[src/rtl/reg_writeback_pkg.sv]
// Shared core definitions: load-type encodings, default widths and the
// retire-source selector used by the writeback stage.
package reg_writeback_pkg;

   localparam int DEF_BANK_WIDTH     = 5;
   localparam int DEF_REGISTER_WIDTH = 32;
   localparam int LQ_MAX             = 4;

   localparam logic [2:0] F3_LB  = 3'b000;
   localparam logic [2:0] F3_LH  = 3'b001;
   localparam logic [2:0] F3_LW  = 3'b010;
   localparam logic [2:0] F3_LBU = 3'b100;
   localparam logic [2:0] F3_LHU = 3'b101;

   typedef enum logic [1:0] {
      SRC_NONE   = 2'd0,
      SRC_ALU    = 2'd1,
      SRC_QUEUE  = 2'd2,
      SRC_BYPASS = 2'd3
   } src_t;

endpackage

[src/rtl/reg_writeback_load_extend.sv]
// Combinational load extension: picks the byte/halfword addressed by the low
// address bits out of an aligned word and sign- or zero-extends it.
// The byte/halfword lanes assume a 32-bit (or wider) memory word.
module load_extend
   import reg_writeback_pkg::*;
#(
   parameter int REGISTER_WIDTH = DEF_REGISTER_WIDTH
) (
   input  logic [REGISTER_WIDTH-1:0] raw,
   input  logic [2:0]                funct3,
   input  logic [1:0]                addr_lo,
   output logic [REGISTER_WIDTH-1:0] ext
);

   logic [7:0]  byte_lane;
   logic [15:0] half_lane;

   // Lane select then extension; unknown encodings behave as a full-word load.
   always_comb begin
      byte_lane = raw[{addr_lo, 3'b000} +: 8];
      half_lane = addr_lo[1] ? raw[31:16] : raw[15:0];
      case (funct3)
         F3_LB:   ext = {{(REGISTER_WIDTH-8){byte_lane[7]}}, byte_lane};
         F3_LH:   ext = {{(REGISTER_WIDTH-16){half_lane[15]}}, half_lane};
         F3_LBU:  ext = {{(REGISTER_WIDTH-8){1'b0}}, byte_lane};
         F3_LHU:  ext = {{(REGISTER_WIDTH-16){1'b0}}, half_lane};
         default: ext = raw;
      endcase
   end

endmodule

[src/rtl/reg_writeback.sv]
// Register writeback stage. Arbitrates one retire per cycle between the ALU,
// a small load-result FIFO and a direct LSU bypass, and registers the chosen
// write toward the register bank.
// Handshake: a load is transferred on any rising edge where lsu_valid and
// lsu_ready are both high; lsu_ready depends only on the registered queue
// count, so it never combinationally depends on lsu_valid or on a pop.
// The ALU has no backpressure and always wins arbitration.
module reg_writeback
   import reg_writeback_pkg::*;
#(
   parameter int BANK_WIDTH     = DEF_BANK_WIDTH,
   parameter int REGISTER_WIDTH = DEF_REGISTER_WIDTH,
   parameter int LQ_DEPTH       = 2   // 1..4
) (
   input  logic                      clk,
   input  logic                      rst,
   input  logic                      alu_valid,
   input  logic [BANK_WIDTH-1:0]     alu_rd,
   input  logic [REGISTER_WIDTH-1:0] alu_data,
   input  logic                      lsu_valid,
   output logic                      lsu_ready,
   input  logic [BANK_WIDTH-1:0]     lsu_rd,
   input  logic [REGISTER_WIDTH-1:0] lsu_data,
   input  logic [2:0]                lsu_funct3,
   input  logic [1:0]                lsu_addr_lo,
   output logic                      reg_w,
   output logic [BANK_WIDTH-1:0]     rd_sel,
   output logic [REGISTER_WIDTH-1:0] rd_data,
   input  logic [BANK_WIDTH-1:0]     query_sel,
   output logic                      query_hit
);

   // Storage is sized for the largest legal depth; only LQ_DEPTH slots are used.
   logic [BANK_WIDTH-1:0]     q_rd   [LQ_MAX];
   logic [REGISTER_WIDTH-1:0] q_data [LQ_MAX];
   logic [LQ_MAX-1:0]         q_valid;
   logic [1:0]                head;
   logic [1:0]                tail;
   logic [2:0]                count;

   logic [REGISTER_WIDTH-1:0] lsu_ext;
   logic                      accept;
   logic                      push;
   logic                      pop;
   src_t                      src;
   logic [BANK_WIDTH-1:0]     sel_rd;
   logic [REGISTER_WIDTH-1:0] sel_data;

   function automatic logic [1:0] next_ptr(input logic [1:0] p);
      return (p == 2'(LQ_DEPTH - 1)) ? 2'd0 : p + 2'd1;
   endfunction

   load_extend #(.REGISTER_WIDTH(REGISTER_WIDTH)) u_load_extend (
      .raw     (lsu_data),
      .funct3  (lsu_funct3),
      .addr_lo (lsu_addr_lo),
      .ext     (lsu_ext)
   );

   assign lsu_ready = (count < 3'(LQ_DEPTH));
   assign accept    = lsu_valid && lsu_ready;

   // Retire arbitration: ALU, then queue head, then bypass of a fresh load.
   always_comb begin
      src      = SRC_NONE;
      sel_rd   = alu_rd;
      sel_data = alu_data;
      pop      = 1'b0;
      push     = 1'b0;
      if (alu_valid) begin
         src  = SRC_ALU;
         push = accept;
      end else if (count != 3'd0) begin
         src      = SRC_QUEUE;
         sel_rd   = q_rd[head];
         sel_data = q_data[head];
         pop      = 1'b1;
         push     = accept;
      end else if (accept) begin
         src      = SRC_BYPASS;
         sel_rd   = lsu_rd;
         sel_data = lsu_ext;
      end
   end

   // Hazard query: any occupied slot whose destination matches (x0 never hits).
   always_comb begin
      query_hit = 1'b0;
      for (int i = 0; i < LQ_MAX; i++) begin
         if (q_valid[i] && (q_rd[i] == query_sel)) query_hit = 1'b1;
      end
      if (query_sel == '0) query_hit = 1'b0;
   end

   // Queue bookkeeping; reset discards every entry at once.
   always_ff @(posedge clk or negedge rst) begin
      if (!rst) begin
         head    <= 2'd0;
         tail    <= 2'd0;
         count   <= 3'd0;
         q_valid <= '0;
      end else begin
         if (pop) begin
            head          <= next_ptr(head);
            q_valid[head] <= 1'b0;
         end
         if (push) begin
            tail          <= next_ptr(tail);
            q_valid[tail] <= 1'b1;
         end
         if (push && !pop)      count <= count + 3'd1;
         else if (pop && !push) count <= count - 3'd1;
      end
   end

   // Queue payload; occupancy is tracked by q_valid so no reset is needed.
   always_ff @(posedge clk) begin
      if (push) begin
         q_rd[tail]   <= lsu_rd;
         q_data[tail] <= lsu_ext;
      end
   end

   // Registered bank write; x0 retires are consumed without a write strobe.
   always_ff @(posedge clk or negedge rst) begin
      if (!rst) begin
         reg_w   <= 1'b0;
         rd_sel  <= '0;
         rd_data <= '0;
      end else begin
         reg_w <= (src != SRC_NONE) && (sel_rd != '0);
         if (src != SRC_NONE) begin
            rd_sel  <= sel_rd;
            rd_data <= sel_data;
         end
      end
   end

endmodule

[config.mk]
export PLATFORM = sky130hd
export DESIGN_NAME = reg_writeback
export DESIGN_NICKNAME = d
export VERILOG_FILES = /design/src/rtl/reg_writeback_pkg.sv /design/src/rtl/reg_writeback_load_extend.sv /design/src/rtl/reg_writeback.sv
export SDC_FILE = /design/constraint.sdc
export NUM_CORES = 1
export LEC_CHECK = 0
export CORE_MARGIN = 1
export CORE_UTILIZATION = 40
export CTS_BUF_LIST = sky130_fd_sc_hd__clkbuf_8
export DETAILED_ROUTE_END_ITERATION = 8
export GPL_TIMING_DRIVEN = 0
export PLACE_DENSITY = 0.64
export SYNTH_ARGS = -nofsm -noshare
export SYNTH_HDL_FRONTEND = slang
export SYNTH_SLANG_ARGS = --single-unit
export TNS_END_PERCENT = 30
[constraint.sdc]
create_clock -name clk -period 6.1 [get_ports clk]
set_input_delay 1.22 -clock clk [delete_from_list [all_inputs] [get_ports clk]]
set_output_delay 1.22 -clock clk [all_outputs]
set_load 0.005 [all_outputs]
==> flow_metrics.env <==
export IMPL_status="finished, final reports clean"
export IMPL_gp_congestion=0.879
export IMPL_placement_io_buffers=121
export IMPL_grt_setup_unrepaired="false"
export IMPL_timing_worst_setup_path_type="in2out"
export IMPL_synth_area_per_cell_um2=13.3
export IMPL_power_density_nw_per_um2=343
export IMPL_path_clk_slew_ns=0.09
export IMPL_syn2layout_area_growth_pct=23.3
export IMPL_die_area_um2=23700
export IMPL_grt_max_degree=35
export IMPL_synth_cells=694
export IMPL_finalCoreUtilization_pct=50.3
export IMPL_cts_tree="built"
export IMPL_synth_yosys_warnings=0
export IMPL_detail_route_drc_violations=0
export IMPL_ff2ff_setup_slack_ns=3.27
export IMPL_yosysTopAreaCell="edfxtp_1"
export IMPL_asyncSetResetFlopFracSynth_pct=24.9
export IMPL_startpoint_kind_of_the_worst_setup_timing_path="input pin"
export IMPL_holdWs_ns=0.496
export IMPL_detail_route_iter0_violations=640
export IMPL_critical_path_peak_fanout=5
export IMPL_grt_remaining_overflow=0
export IMPL_fraction_of_layout_cells_with_a_size_suffix_above_1_pct=15.9
export IMPL_final_antenna_net_count=0
export IMPL_synth_top_area_share_pct=48.1
export IMPL_clock_path_buffers=2
export IMPL_vdd_ir_drop_max_uv=127
export IMPL_critical_path_arrival_ns=2.85
export IMPL_die_width_um=154
export IMPL_insertedDiodeCount=0
export IMPL_cts_repair_timing_setup_buffer_count=0
export IMPL_timing_final_hold_violations=0
export IMPL_ctsHtreeMaxLevel=4
export IMPL_max_clock_freq_mhz=246
export IMPL_ctsResizeCount=0
export IMPL_hpwl_mm=19.3
export IMPL_fillCellCount=1933
export IMPL_met3_usage_pct=5.24
export IMPL_multi_input_comb_area_um2=3270
export IMPL_most_common_layout_cells="edfxtp_1 (148), clkdlybuf4s50_1 (120), nand2_1 (68)"
export IMPL_first_pass_iters=6
export IMPL_worst_slew_pin_tran_ns=0.958
export IMPL_leakage_nw=4.02
export IMPL_critPathCaptureType="primary output"
export IMPL_grt_met1_usage_pct=31.0
export IMPL_synth_edf_count=148
export IMPL_post_synth_num_cell_types=55
export IMPL_global_route_wire_length_before_repair_mm=39.8
export IMPL_insertion_delay_ns=0.46
export IMPL_avgRoutedWirePerCell_um=23.1
export IMPL_slew_violations=0
export IMPL_hold_path_class="reg2reg"
export IMPL_synthesis_area_um2=9240
export IMPL_top_usage_layer="met2"
export IMPL_period_share_pct=66.7
export IMPL_layout_nets=937
export IMPL_max_cap_violations=0
export IMPL_crit_required_ns=4.88
export IMPL_seqCellArea_um2=5670
export IMPL_grt_usage_pct=22.9
export IMPL_vias=6673
export IMPL_grt_antenna_before_repair=0
export IMPL_core_region_area_um2=22600
export IMPL_number_of_buffers_added_by_the_clock_tree_synthesis_step=17
export IMPL_num_rows=55
export IMPL_synth_ff_latch_count=197
export IMPL_dp_area_um2=11000
export IMPL_groute_layer_met2_usage_pct=37.1
export IMPL_routed_wl_mm=26.4
export IMPL_timing_final_setup_violations=0
export IMPL_synth_yosys_seq_area_share_pct=61.4
export IMPL_layout_min_cycle_time_ns=4.07
export IMPL_io_pins=128
export IMPL_first_global_vias=6728
export IMPL_post_layout_total_power_mw=3.91
export IMPL_die_h_um=154
export IMPL_cts_sinks=197
export IMPL_cts_root_buf="clkbuf_8"
export IMPL_worst_clock_skew_ns=0.00953
export IMPL_start_util_pct=40.8
export IMPL_postSynth_topFlopCell="edfxtp_1"
export IMPL_relSlewSlack_pct=35.8
export IMPL_holdBufCountCts=0
export IMPL_syn_num_nets=784
export IMPL_stdcell_area_um2=11400
export IMPL_most_common_cell_after_layout_fill_and_taps_aside="edfxtp_1"
export IMPL_via_per_inst=5.83
export IMPL_netlist_top_cells_area="edfxtp_1 (48%), dfrtp_1 (13%), mux4_2 (9.5%)"
cells by family (layout without fill, tap and decap cells):
logic type / count (synthesis) / after routing / synth area share, %
buf+inv: 68 / 234 / 3.49
simple gates: 155 / 155 / 7.65
flops: 197 / 197 / 61.4
fa+ha+maj: 2 / 2 / 0.352
compound gates: 193 / 193 / 13.5
xor+xnor: 25 / 25 / 2.37
mux: 54 / 54 / 11.3
cells in the mapped netlist (all sizes together), types with 8 or more instances:
master	instances
nand2	68
nor2	51
a211oi	8
mux2	9
o21ai	42
clkbuf	26
dfrtp	49
a21oi	69
o22ai	11
a21o	14
o22a	10
inv	14
mux4	39
o221ai	11
xor2	20
buf	28
edfxtp	148
a221oi	8
a2bb2oi	8
final cells by class:
class / instances / share of cell area [%]
Tap cell: 285 / 3.13
Clock buffer: 21 / 2.54
Clock inverter: 11 / 1.17
Sequential cell: 197 / 49.8
Buffer: 54 / 2.35
Multi-Input combinational cell: 429 / 28.7
Timing Repair Buffer: 134 / 11.9
Inverter: 14 / 0.483
critical path, cell delays in order:
cell,delay (ns)
clkbuf_1,0.28
xor2_1,0.15
nor4_1,0.33
nand3_1,0.12
nand4_1,0.12
o21a_1,0.14
clkdlybuf4s50_1,0.50
path summary, 6_finish.rpt:
check	end	startpoint	cells past startpoint
min reg2reg	rd_sel[4]	rd_sel[4]	2
max	query_hit	query_sel[0]	7
min	rd_sel[4]	rd_sel[4]	2
max reg2reg	q_data[2][1]	count[1]	5
min in group asynchronous	rd_sel[3]	rst	1
max in group asynchronous	rd_data[13]	rst	2
per-stage QoR:
step | TNS [ns] | worst slack [ns] | instances
global route | 0 | 1.99 | 1145
finish | 0 | 2.03 | 1145
floorplan | 0 | 0.0656 | 694
detailed placement | 0 | 2.00 | 1113
global placement | -188.10 | -3.88 | 1100
CTS | 0 | 2.03 | 1145
flip-flops by register name, indices dropped and copies added, names as in the netlist:
register  flops
q_data      128
rd_data      32
q_rd         20
rd_sel        5
q_valid       4
count         3
head          2
tail          2
reg_w         1
where the power goes:
group | switching [mW] | internal, mW | leakage [nW]
Sequential | 0.0987 | 1.63 | 1.89
Combinational | 0.647 | 0.641 | 1.91
Clock | 0.443 | 0.444 | 0.215
Total | 1.19 | 2.72 | 4.02
layer usage:
metal	up-vias	wire length, um
li1	2951	-
met1	3372	11100
met2	317	12700
met3	33	2190
met4	0	497
met5	-	0
No activity file was read; power rests on OpenSTA's default activity.
